--- src/rtl/mc_control_fsm.sv ---
// Multi-cycle RISC-V control FSM: sequences fetch/decode/execute/memory/writeback and drives data_path controls.
// Define MC_MEM_WAIT_EN to enable the mem_ready wait-state handshake and the memory timeout counter.
module mc_control_fsm #(
    parameter int unsigned n           = 32,
    parameter int unsigned MEM_TIMEOUT = 16,
    parameter int unsigned CNT_W       = $clog2(MEM_TIMEOUT + 1)
) (
    input  logic         clk,
    input  logic         reset,
    input  logic [n-1:0] inst,
    input  logic         mem_ready,
    output logic         pc_write,
    output logic         adr_src,
    output logic         ir_write,
    output logic         mem_write,
    output logic         reg_write,
    output logic         branch,
    output logic [1:0]   result_src,
    output logic [1:0]   alu_src_a,
    output logic [1:0]   alu_src_b,
    output logic [1:0]   ALUOp,
    output logic         retire,
    output logic         mem_err,
    output logic [3:0]   state
);

    localparam logic [3:0] S_FETCH    = 4'd0;
    localparam logic [3:0] S_DECODE   = 4'd1;
    localparam logic [3:0] S_MEMADR   = 4'd2;
    localparam logic [3:0] S_MEMREAD  = 4'd3;
    localparam logic [3:0] S_MEMWB    = 4'd4;
    localparam logic [3:0] S_MEMWRITE = 4'd5;
    localparam logic [3:0] S_EXECUTER = 4'd6;
    localparam logic [3:0] S_EXECUTEI = 4'd7;
    localparam logic [3:0] S_ALUWB    = 4'd8;
    localparam logic [3:0] S_BEQ      = 4'd9;
    localparam logic [3:0] S_JAL      = 4'd10;
    localparam logic [3:0] S_ERROR    = 4'd15;

    localparam logic [6:0] OP_LOAD   = 7'b0000011;
    localparam logic [6:0] OP_STORE  = 7'b0100011;
    localparam logic [6:0] OP_R      = 7'b0110011;
    localparam logic [6:0] OP_I      = 7'b0010011;
    localparam logic [6:0] OP_BRANCH = 7'b1100011;
    localparam logic [6:0] OP_JAL    = 7'b1101111;

    logic [3:0] state_q, state_d;
    logic       mem_err_q, mem_err_d;
    logic       rdy;
    logic       timeout;
    logic [6:0] opcode;

    // Only the opcode field steers the sequence.
    logic [n-8:0] unused_inst;
    assign unused_inst = inst[n-1:7];
    assign opcode      = inst[6:0];

`ifdef MC_MEM_WAIT_EN
    logic [CNT_W-1:0] wait_cnt_q, wait_cnt_d;
    logic             in_mem_state;

    assign rdy          = mem_ready;
    assign in_mem_state = (state_q == S_FETCH) || (state_q == S_MEMREAD) || (state_q == S_MEMWRITE);
    assign timeout      = in_mem_state && !mem_ready && (wait_cnt_q == CNT_W'(MEM_TIMEOUT - 1));

    // Counts consecutive not-ready cycles while parked in one memory state.
    always_comb begin
        wait_cnt_d = '0;
        if (in_mem_state && !mem_ready && (state_d == state_q)) begin
            wait_cnt_d = wait_cnt_q + CNT_W'(1);
        end
    end

    always_ff @(posedge clk or posedge reset) begin
        if (reset) begin
            wait_cnt_q <= '0;
        end else begin
            wait_cnt_q <= wait_cnt_d;
        end
    end
`else
    // Memory always completes in one cycle; timeout configuration is kept only for port/parameter compatibility.
    logic [CNT_W:0] unused_cfg;
    assign unused_cfg = {mem_ready, CNT_W'(MEM_TIMEOUT)};
    assign rdy        = 1'b1;
    assign timeout    = 1'b0;
`endif

    always_ff @(posedge clk or posedge reset) begin
        if (reset) begin
            state_q   <= S_FETCH;
            mem_err_q <= 1'b0;
        end else begin
            state_q   <= state_d;
            mem_err_q <= mem_err_d;
        end
    end

    // Next-state and Moore output decode; reset forces every control low.
    always_comb begin
        state_d    = state_q;
        pc_write   = 1'b0;
        adr_src    = 1'b0;
        ir_write   = 1'b0;
        mem_write  = 1'b0;
        reg_write  = 1'b0;
        branch     = 1'b0;
        result_src = 2'b00;
        alu_src_a  = 2'b00;
        alu_src_b  = 2'b00;
        ALUOp      = 2'b00;
        retire     = 1'b0;

        case (state_q)
            S_FETCH: begin
                if (timeout)  state_d = S_ERROR;
                else if (rdy) state_d = S_DECODE;
            end
            S_DECODE: begin
                case (opcode)
                    OP_LOAD, OP_STORE: state_d = S_MEMADR;
                    OP_R:              state_d = S_EXECUTER;
                    OP_I:              state_d = S_EXECUTEI;
                    OP_BRANCH:         state_d = S_BEQ;
                    OP_JAL:            state_d = S_JAL;
                    default:           state_d = S_ERROR;
                endcase
            end
            S_MEMADR:   state_d = (opcode == OP_LOAD) ? S_MEMREAD : S_MEMWRITE;
            S_MEMREAD: begin
                if (timeout)  state_d = S_ERROR;
                else if (rdy) state_d = S_MEMWB;
            end
            S_MEMWB:    state_d = S_FETCH;
            S_MEMWRITE: begin
                if (timeout)  state_d = S_ERROR;
                else if (rdy) state_d = S_FETCH;
            end
            S_EXECUTER, S_EXECUTEI, S_JAL: state_d = S_ALUWB;
            S_ALUWB, S_BEQ:                state_d = S_FETCH;
            S_ERROR:                       state_d = S_ERROR;
            default:                       state_d = S_ERROR;
        endcase

        mem_err_d = mem_err_q || (state_d == S_ERROR);

        if (!reset) begin
            case (state_q)
                S_FETCH: begin
                    alu_src_b  = 2'b10;
                    result_src = 2'b10;
                    ir_write   = rdy;
                    pc_write   = rdy;
                end
                S_DECODE: begin
                    alu_src_a = 2'b01;
                    alu_src_b = 2'b01;
                end
                S_MEMADR: begin
                    alu_src_a = 2'b10;
                    alu_src_b = 2'b01;
                end
                S_MEMREAD: adr_src = 1'b1;
                S_MEMWRITE: begin
                    adr_src   = 1'b1;
                    mem_write = 1'b1;
                    retire    = rdy;
                end
                S_MEMWB: begin
                    result_src = 2'b01;
                    reg_write  = 1'b1;
                    retire     = 1'b1;
                end
                S_EXECUTER: begin
                    alu_src_a = 2'b10;
                    ALUOp     = 2'b10;
                end
                S_EXECUTEI: begin
                    alu_src_a = 2'b10;
                    alu_src_b = 2'b01;
                    ALUOp     = 2'b10;
                end
                S_ALUWB: begin
                    reg_write = 1'b1;
                    retire    = 1'b1;
                end
                S_BEQ: begin
                    alu_src_a = 2'b10;
                    ALUOp     = 2'b01;
                    branch    = 1'b1;
                    retire    = 1'b1;
                end
                S_JAL: begin
                    alu_src_a = 2'b01;
                    alu_src_b = 2'b10;
                    pc_write  = 1'b1;
                end
                default: ;
            endcase
        end
    end

    assign mem_err = mem_err_q;
    assign state   = state_q;

endmodule

--- config.mk ---
export PLATFORM = sky130hd
export DESIGN_NAME = mc_control_fsm
export DESIGN_NICKNAME = d
export VERILOG_FILES = /design/src/rtl/mc_control_fsm.sv
export SDC_FILE = /design/constraint.sdc
export NUM_CORES = 1
export LEC_CHECK = 0
export ABC_CLOCK_PERIOD_IN_PS = 2000
export CAP_MARGIN = 25
export CORE_MARGIN = 10
export CORE_UTILIZATION = 29
export CTS_CLUSTER_DIAMETER = 30
export DETAILED_ROUTE_END_ITERATION = 8
export GPL_ROUTABILITY_DRIVEN = 0
export GPL_TIMING_DRIVEN = 0
export PLACE_DENSITY = 0.86
export SLEW_MARGIN = 10
export SYNTH_ARGS = -nofsm -noshare
export SYNTH_HDL_FRONTEND = slang
export SYNTH_SLANG_ARGS = --single-unit
--- constraint.sdc ---
create_clock -name clk -period 2 [get_ports clk]
set_clock_uncertainty 0.05 [all_clocks]
set_input_delay 0.4 -clock clk [delete_from_list [all_inputs] [get_ports clk]]
set_output_delay 0.4 -clock clk [all_outputs]
set_load 0.02 [all_outputs]
==> impl_table.tex <==
\begin{tabular}{lr}
\hline
Metric & Value \\
\hline
\multicolumn{2}{l}{\textbf{Routing}} \\
Average detailed-routed wire length per instance & 15.4 um \\
Final wirelength & 2.20 mm \\
Vias after detailed routing & 749 \\
Count of routing violations after the opening detailed-route iteration & 25 \\
Detailed-routing iteration count for the pre-antenna-repair pass & 5 \\
Number of vias per cell & about 5.2 \\
DRC Markers & 0 \\
Routed Antenna Nets & 0 \\
\multicolumn{2}{l}{\textbf{Floorplanning}} \\
\# rows & 15 \\
Starting Density & 31.3\% \\
Core area & $\sim$0.0018 mm\^{}2 \\
Die Y-Extent & 63.7 um \\
Boundary pin count & 55 \\
Width of the die & between 60 and 70 um \\
Die outline area & 0.00405 mm\^{}2 \\
\multicolumn{2}{l}{\textbf{Yosys}} \\
Adder-cell share of the synthesized area & 0\% \\
Mapped cell area & 553 um\^{}2 \\
Top cell type by total area after synthesis & sky130\_fd\_sc\_hd\_\_dfrtp\_1 \\
Mux cell area share after synthesis & 0\% \\
Post-Synth XOR/XNOR Area & 4.75\% \\
Synthesized flop and latch total & 5 \\
Share of the yosys chip area belonging to registers & a little under a quarter \\
Dominant combinational cell family by area after synthesis & simple AND/OR/NAND/NOR gates \\
Number of enable flip-flop cells after synthesis & 0 \\
Primary FF master, synth & sky130\_fd\_sc\_hd\_\_dfrtp\_1 \\
Yosys warnings & 0 \\
Simple-gate share of the synthesized area & 43.0\% \\
Syn\_area\_per\_cell & 7.47 um\^{}2 \\
Share of synthesized flip-flops with an asynchronous set or reset & 100\% \\
Area fraction in compound gates after synthesis & a little under a fifth \\
Yosys top cell area share & 22.6\% \\
Largest cells by area after synthesis & sky130\_fd\_sc\_hd\_\_dfrtp\_1, sky130\_fd\_sc\_hd\_\_nor2b\_1, sky130\_fd\_sc\_hd\_\_nor4b\_1 \\
Syn Nets & about 110 \\
Post-synthesis instance total & 74 \\
Yosys cell types & 35 \\
\multicolumn{2}{l}{\textbf{Clock network}} \\
Reg clk slew, reported paths & 50 ps \\
Clock Sink Count & 5 \\
TritonCTS clock tree & done \\
Clock network latency to the later pin of the worst-skew pair & 250 ps \\
Root Buffer & sky130\_fd\_sc\_hd\_\_clkbuf\_4 \\
Clock buffer count from CTS & 3 \\
H-tree depth reported by CTS & 1 \\
Hold bufs inserted after CTS & 0 \\
Longest Clk Path Bufs & 2 \\
\multicolumn{2}{l}{\textbf{Critical path}} \\
Number of cells on the worst reg-to-reg path & 6 \\
Capturing point of the worst reg2reg path & mem\_err \\
Type of element launching the critical path & flip-flop \\
Worst endpoint required time & 1550 ps \\
Crit end category & primary output \\
Worst setup path class & flip-flop to primary output \\
Setup slack on the worst flop-to-flop path & $\sim$90 ps \\
End point of the critical path & alu\_src\_b[1] \\
CP max FO & 5 \\
Startpoint of the worst setup timing path & state[1] \\
Worst EP arrival & 1570 ps \\
Critical register-to-register path startpoint & state[3] \\
\multicolumn{2}{l}{\textbf{Timing}} \\
Highest clock rate & 494 MHz \\
Slew at the pin with the worst max-slew slack & approximately 430 ps \\
Max-slew violation total from the final report & 0 \\
Minimum period implied by the final worst setup slack & around 2000 ps \\
Final WS setup & -23.6 ps \\
Final number of hold-violating endpoints & 0 \\
RSZ-0062 raised after global routing & true \\
Post-route fraction of the period consumed by the critical path & 101\% \\
Worst slew margin relative to its limit & 70.8\% \\
Final count of negative-setup-slack endpoints & 2 \\
\multicolumn{2}{l}{\textbf{GRT}} \\
Combined global-route utilization of all metal layers & 9.33\% \\
Number of global-route vias before repair & approximately 640 \\
Maximum number of pins on one net before global-route repair & 11 \\
Global-route wire length before repair & 3.15 mm \\
GRT Residual Overflow & 0 \\
Number of antenna violations at the first check in global routing & 0 \\
\multicolumn{2}{l}{\textbf{Placement}} \\
I/O Buffers & 28 \\
Worst slack at placement & -520 ps \\
Sum of net half-perimeters after detailed placement & 1.41 mm \\
\multicolumn{2}{l}{\textbf{Cells and area}} \\
P\&R area growth vs syn & 105\% \\
Utilization of the core after routing & 64.4\% \\
Ratio of cells with drive above 1 in the final layout & 50.0\% \\
Number of antenna repair diodes & 0 \\
Number of nets in the layout & 154 \\
\multicolumn{2}{l}{\textbf{Outcome}} \\
Violated checks & setup timing \\
Result of the run & complete, but fails checks \\
\multicolumn{2}{l}{\textbf{Pwr}} \\
Lkg Pwr & 0.000455 uW \\
Peak VDD IR & 0.148 mV \\
Power per unit of standard cell area & 230 mW/mm\^{}2 \\
\multicolumn{2}{l}{\textbf{Job}} \\
Maxcap violations & 0 \\
\multicolumn{2}{l}{\textbf{Worst hold path}} \\
Kind of path behind the tightest hold check & flip-flop to flip-flop \\
\hline
\end{tabular}
## logic make-up (layout without fill, tap and decap cells)
| family | after synthesis | in the layout |
|---|---|---|
| AO/OA/AOI/OAI | 15 | 15 |
| XOR/XNOR | 3 | 3 |
| buffers and inverters | 11 | 55 |
| flip-flops | 5 | 5 |
| AND/OR/NAND/NOR | 40 | 40 |
## placed cells by master, fill, tap and decap left out, types with 2 or more instances in the layout
| master | n |
|---|---|
| sky130_fd_sc_hd__buf_8 | 3 |
| sky130_fd_sc_hd__clkbuf_16 | 2 |
| sky130_fd_sc_hd__nand2_1 | 6 |
| sky130_fd_sc_hd__buf_6 | 3 |
| sky130_fd_sc_hd__dfrtp_2 | 2 |
| sky130_fd_sc_hd__clkdlybuf4s50_1 | 13 |
| sky130_fd_sc_hd__dfrtp_1 | 3 |
| sky130_fd_sc_hd__o21ai_0 | 3 |
| sky130_fd_sc_hd__or3_1 | 2 |
| sky130_fd_sc_hd__nor2b_1 | 3 |
| sky130_fd_sc_hd__a21oi_1 | 3 |
| sky130_fd_sc_hd__buf_2 | 6 |
| sky130_fd_sc_hd__nor3_1 | 3 |
| sky130_fd_sc_hd__nor4b_2 | 3 |
| sky130_fd_sc_hd__buf_4 | 19 |
| sky130_fd_sc_hd__nor2b_2 | 2 |
| sky130_fd_sc_hd__clkbuf_4 | 4 |
| sky130_fd_sc_hd__nor2_1 | 4 |
## final cells by class
cell class                 instances  area (um^2)
sequential                         5          128
tap                               25         31.3
fill                             154          628
multi-input combinational         58          479
clock inverter                     1         5.00
inverter                           1         3.75
timing repair buffer              41          349
buffer                             9          118
clock buffer                       3         22.5
## worst max-delay path, stage by stage (launching register included)
cell and delay [ps]:
sky130_fd_sc_hd__dfrtp_2 450, sky130_fd_sc_hd__buf_8 130, sky130_fd_sc_hd__nand2_1 70, sky130_fd_sc_hd__nor2b_4 140
sky130_fd_sc_hd__nor4_4 260, sky130_fd_sc_hd__buf_4 150, sky130_fd_sc_hd__buf_6 100
## what timing repair did
item                       4_1_cts  5_1_grt
cloned                           0        1
setup endpoints to repair       15       13
pin swaps                        0        3
setup buffers                    1       11
resized for setup               85       27
## power breakdown
group,leakage (uW),total [uW],switching (uW),internal [uW]
combinational,0.000394,35.2,16.3,18.9
clock,0.0000177,125,51.8,72.9
sequential,0.0000431,101,0,101
total,0.000455,261,68.1,193
## metal layers
metal | vias to the layer above | wire, um | GRT usage [%]
li1 | 358 | - | -
met1 | 353 | 889 | 11.3
met2 | 32 | 1130 | 14.2
met3 | 6 | 124 | 3.00
met4 | 0 | 49 | 4.92
met5 | - | 0 | 0
## through the flow
step / hold slack [ps] / cell area [um^2] / power (uW) / setup TNS [ps] / instances
6_report: 417 / 1140 / 261 / -27.2 / 143
5_1_grt: 442 / 1140 / 275 / -491 / 143
4_1_cts: 421 / 933 / 259 / 0 / 131
3_5_place_dp: 410 / 898 / 137 / -6630 / 127
3_3_place_gp: 402 / 898 / 135 / -6070 / 127
2_1_floorplan: 397 / 587 / 115 / -519 / 74
## cell usage after synthesis (2+ instances only)
master and number:
sky130_fd_sc_hd__xnor2_1 2, sky130_fd_sc_hd__nor3_1 4, sky130_fd_sc_hd__nand2_1 6, sky130_fd_sc_hd__nor4_1 3, sky130_fd_sc_hd__o21ai_0 3, sky130_fd_sc_hd__or3_1 2, sky130_fd_sc_hd__nor3b_1 2, sky130_fd_sc_hd__dfrtp_1 5
sky130_fd_sc_hd__clkbuf_1 5, sky130_fd_sc_hd__nor4b_1 4, sky130_fd_sc_hd__a21oi_1 3, sky130_fd_sc_hd__nor2b_1 6, sky130_fd_sc_hd__buf_4 2, sky130_fd_sc_hd__nor2_1 6
## state kept, by name, indices dropped and copies added (netlist names)
name	flops
mem_err	1
state	4
## worst min-delay path by stage
stage	startpoint	endpoint	slack [ps]	depth (start not counted)
finish	mem_err	mem_err	420	1
global route	mem_err	mem_err	440	1
CTS	mem_err	mem_err	420	1
detailed placement	mem_err	mem_err	410	1
global placement	mem_err	mem_err	400	1
floorplan	reset	mem_err	400	2
Note: power is estimated with default switching activity, not from simulation.
